===== src/rtl/prio_encoder_rr.sv =====
// -----------------------------------------------------------------------------
// prio_encoder_rr
//   Registered N-input priority encoder with enable cascade (ein/eout/gs),
//   a runtime-selectable fixed-priority or round-robin search order, and a
//   single output register guarded by a valid/ready handshake.
//
// Ports
//   clk        in   system clock, rising edge
//   rst_n      in   asynchronous active-low reset
//   ein        in   cascade enable input
//   req        in   [N-1:0] request vector, bit i = source i
//   mode       in   0 = highest index wins, 1 = round-robin
//   out_ready  in   downstream accepts the current result
//   y          out  [W-1:0] encoded index of the granted request
//   grant      out  [N-1:0] one-hot grant, zero when nothing granted
//   gs         out  group select, a request was granted
//   eout       out  cascade enable output, enabled but no request
//   out_valid  out  y/grant hold a result awaiting acceptance
// -----------------------------------------------------------------------------
module prio_encoder_rr #(
    parameter int N = 8,
    parameter int W = $clog2(N)
) (
    input  logic         clk,
    input  logic         rst_n,
    input  logic         ein,
    input  logic [N-1:0] req,
    input  logic         mode,
    input  logic         out_ready,
    output logic [W-1:0] y,
    output logic [N-1:0] grant,
    output logic         gs,
    output logic         eout,
    output logic         out_valid
);

    localparam logic [W-1:0] LastIdx = W'(N - 1);

    logic [W-1:0] y_q, y_d;
    logic [N-1:0] grant_q, grant_d;
    logic         gs_q, gs_d;
    logic         eout_q, eout_d;
    logic         outValid_q, outValid_d;
    logic [W-1:0] ptr_q, ptr_d;

    logic         load;
    logic         accept;
    logic [W-1:0] base;
    logic [W-1:0] selIdx;
    logic [W-1:0] candIdx;
    logic         found;
    int           cand;

    // Search base: a same-edge accept moves the base just below the index
    // that was taken, so that source drops to lowest priority immediately.
    // Fixed-priority mode is simply a search starting from the top index,
    // which also parks the pointer there.
    always_comb begin
        load   = !outValid_q | out_ready;
        accept = outValid_q & out_ready;

        if (!mode) begin
            base = LastIdx;
        end else if (accept) begin
            base = (y_q == '0) ? LastIdx : (y_q - W'(1));
        end else begin
            base = ptr_q;
        end

        // Walk downward from base with modulo-N wrap; first set bit wins.
        found   = 1'b0;
        selIdx  = '0;
        cand    = 0;
        candIdx = '0;
        for (int k = 0; k < N; k++) begin
            cand = int'(base) - k;
            if (cand < 0) begin
                cand = cand + N;
            end
            candIdx = W'(cand);
            if (!found && req[candIdx]) begin
                found  = 1'b1;
                selIdx = candIdx;
            end
        end
    end

    // Next-state values for a sampling edge.
    always_comb begin
        y_d        = '0;
        grant_d    = '0;
        gs_d       = 1'b0;
        eout_d     = 1'b0;
        outValid_d = 1'b0;
        ptr_d      = base;
        if (ein) begin
            if (found) begin
                y_d            = selIdx;
                grant_d[selIdx] = 1'b1;
                gs_d           = 1'b1;
                outValid_d     = 1'b1;
            end else begin
                eout_d = 1'b1;
            end
        end
    end

    // Output register and pointer only move on sampling edges; during a
    // stall everything holds, so a held result is never re-encoded.
    always_ff @(posedge clk or negedge rst_n) begin
        if (!rst_n) begin
            y_q        <= '0;
            grant_q    <= '0;
            gs_q       <= 1'b0;
            eout_q     <= 1'b0;
            outValid_q <= 1'b0;
            ptr_q      <= LastIdx;
        end else if (load) begin
            y_q        <= y_d;
            grant_q    <= grant_d;
            gs_q       <= gs_d;
            eout_q     <= eout_d;
            outValid_q <= outValid_d;
            ptr_q      <= ptr_d;
        end
    end

    assign y         = y_q;
    assign grant     = grant_q;
    assign gs        = gs_q;
    assign eout      = eout_q;
    assign out_valid = outValid_q;

endmodule


===== config.mk =====
export PLATFORM = sky130hd
export DESIGN_NAME = prio_encoder_rr
export DESIGN_NICKNAME = d
export VERILOG_FILES = /design/src/rtl/prio_encoder_rr.sv
export SDC_FILE = /design/constraint.sdc
export NUM_CORES = 1
export LEC_CHECK = 0
export BUFFER_PORTS_ARGS = -buffer_cell sky130_fd_sc_hd__buf_2
export CORE_ASPECT_RATIO = 2
export CORE_MARGIN = 3
export CORE_UTILIZATION = 50
export CTS_CLUSTER_DIAMETER = 40
export DETAILED_ROUTE_END_ITERATION = 8
export PLACE_DENSITY = 0.75
export REMOVE_ABC_BUFFERS = 1
export SYNTH_ARGS = -nofsm -noshare
export SYNTH_HDL_FRONTEND = slang
export SYNTH_SLANG_ARGS = --single-unit

===== constraint.sdc =====
create_clock -name clk -period 5.05 [get_ports clk]
set_input_delay 0 -clock clk [delete_from_list [all_inputs] [get_ports clk]]
set_output_delay 0 -clock clk [all_outputs]
set_load 0.05 [all_outputs]

==> summary.md <==
| Metric | Value |
|---|---|
| Worst-case hold path end point | ptr_q[1] |
| R2r startpoint | y[0] |
| Antenna viol nets, final | 0 |
| CTS max path bufs | 2 |
| Top post-synthesis cells by area | dfrtp_1 18%, a21oi_1 5.1%, mux2i_1 5.1%, nand2_1 5.1%, dfstp_2 4.4% |
| Share of cells above drive strength 1 | 0.228 |
| Placed instance count | around 270 |
| Initial antenna violation count | 0 |
| Outcome | finished, final reports clean |
| Starting Density | 0.519 |
| Mean post-synth cell area | approximately 8.6 sq um |
| Crit. End Element | register |
| CP delay by family, top | simple AND/OR/NAND/NOR gates |
| Largest net degree at the start of global routing | 23 |
| CTS tree | built |
| IO Count | 27 |
| Slowest-stage cell, CP | or4b_4 |
| GR Util All Layers | 0.256 |
| RSZ-0062 raised after global routing | false |
| Core Area | 3420 sq um |
| Hpwl dp | between 3 and 4 mm |
| Final Skew | between 1 and 1.5 ps |
| Root Driver | clkbuf_8 |
| DIE WIDTH | 48.1 um |
| Worst Tran Pin Value | 1160 ps |
| Mapped Area | ~1800 sq um |
| Final non-filler cell area | between 2000 and 2500 sq um |
| Asr flop ratio synth | 1.00 |
| H-tree levels | 1 |
| Class of the worst hold path | in -> reg |
| Most used flip-flop cell after synthesis | dfrtp_1 |
| Clock transition at path regs | 60 ps |
| Stages on worst setup path | 14 |
| Synth unique cells | 64 |
| Highest clock rate | ~0.21 GHz |
| CP Class | reg -> reg |
| R2R depth | 14 |
| Commonest non-fill, non-tap cells in the layout | 26 x buf_2, 24 x nand2_1, 18 x a21oi_1 |
| Most used cell, CP | ha_1 |
| Ant diodes | 0 |
| Worst setup SP type | register |
| Drt first pass iters | 4 |
| Max-Cap Viols | 0 |
| Drt drc | 0 |
| CP Buf/Inv Count | 3 |
| GR Overflow Total | 0 |
| Area share of the largest cell type after synthesis | 0.183 |
| Flip-flop and latch count after synthesis | 16 |
| CP peak stage delay | about 550 ps |
| Final setup vio count | 0 |
| Area of placed instances | around 2000 sq um |
| Min Tclk post-route | roughly 4700 ps |
| Total wire length | roughly 5.2 mm |
| DR iter-0 viols | roughly 80 |
| Via count | about 1900 |
| Overall Power | ~0.85 mW |
| Commonest non-fill, non-tap cell in the layout | buf_2 |
| Die area | between 4000 and 5000 sq um |
| Final period utilization | 0.923 |
| Post-synth EDFFs | 0 |
| Area Growth Syn to Fin | 13.5% |
| Placer Congestion | 1.03 |
| Vias in the first global route | 1864 |
| Worst rel slew slack | 0.223 |
| Max Slew Vio Count | 0 |
| PortBufs | 26 |
| Maximum vdd ir drop | 0.221 mV |
| CTS sink count | 16 |
| Avg WL per Cell | approximately 18 um |
| Req. time, crit path | between 5000 and 6000 ps |
| Min-delay src | mode |
| CP max FO | 22 |
| CP arrival | a little under 5000 ps |
| First-pass GRT wire length | between 8 and 9 mm |
| Terminus of the critical flop-to-flop path | grant[6] |
| Cells after Synth | between 200 and 250 |
| Total CTS buffers | 3 |
| Final Non-Filler Cells | 280 |
| Clk_lat worst skew | approximately 250 ps |
| FP Rows | 30 |
| Final hold vios | 0 |
| Yosys warning count | 0 |
| Crit-path cells | inv_1, ha_1, ha_1, and4b_4, o21a_4, clkinv_1, ha_1, inv_1, xnor2_1, mux2_2, or4b_4, or3b_1, o221ai_1, a32o_1 |
| FF-to-FF setup slack | ~390 ps |
| Die Y | approximately 90 um |
| Sequential share of the synthesized area | 0.228 |
| Power per cell area | roughly 420 nW/um^2 |
| Routed vias/inst | ~6.6 |
| Fin nets | 250 |
| CTS resizes | 0 |
| Leakage power | around 0.86 nW |
| Hold-critical path depth | 2 |
| Post-synthesis cell type with the largest combined area | dfrtp_1 |
## worst max path at each step
stage                    from       end  slack [ps]
finish                   y[0]  grant[6]         390
global route             y[0]  grant[0]         150
CTS                      y[0]  grant[6]         440
detailed placement       y[0]  grant[6]         450
global placement         y[0]  grant[6]         550
floorplan           out_valid  grant[5]         -40
## through the flow
stage | util | hold slack [ps] | setup slack [ps] | setup TNS [ps]
floorplan | - | -296 | -35.8 | -60.0
global placement | 0.571 | -73.4 | 549 | 0
detailed placement | 0.571 | -68.5 | 452 | 0
CTS | 0.590 | 116 | 440 | 0
global route | 0.590 | 155 | 148 | 0
finish | 0.590 | 117 | 388 | 0
## cells in the mapped netlist (4+ instances only)
library cell   n
mux2i_1        9
a32o_1         4
a21oi_1       18
nor2_1         7
dfrtp_1       13
inv_1          8
clkbuf_1       5
nor3_1         4
o31ai_1        4
nand2_1       24
a211oi_1       8
ha_1           4
o211ai_1       4
o21ai_0        6
o221ai_1       4
## report_power, final
group / internal [mW] / switching, mW / total (mW)
clock: 0.0559 / 0.0436 / 0.0996
sequential: 0.159 / 0.0177 / 0.176
combinational: 0.204 / 0.367 / 0.571
## kinds of logic (layout without fill, tap and decap cells)
logic type                 count (synthesis)  in the layout  synth area share
xor gates and xnor gates                   3              3            0.0148
muxes                                     16             16             0.128
buffers and inverters                     21             47            0.0529
adders and majority gates                  4              4            0.0282
AOI/OAI and AO/OA                         87             87             0.372
and+or+nand+nor                           59             59             0.176
DFF                                       16             16             0.228
## layer usage
metal,vias up,GRT usage,part of all wire
li1,882,-,-
met1,850,0.260,0.35
met2,95,0.426,0.52
met3,26,0.0261,0.051
met4,0,0.198,0.072
met5,-,0,0
## final cells by class
type / instances / area (sq um)
clock buffer: 4 / 45.0
sequential: 16 / 404
timing repair buffer: 34 / 195
fill: 320 / 1400
multi-input combinational: 169 / 1280
tap: 48 / 60.1
inverter: 9 / 33.8
## sequential cells by signal, summed over array words and instances, names as in the netlist
| name | flops |
|---|---|
| ptr_q | 3 |
| grant | 8 |
| eout | 1 |
| y | 3 |
| out_valid | 1 |
## what timing repair did
item | CTS | global route
endpoints found under the hold margin | 17 | 0
setup buffers | 0 | 0
hold buffers | 2 | 0
setup endpoints to repair | 0 | 0
Note: power is estimated with default switching activity, not from simulation.
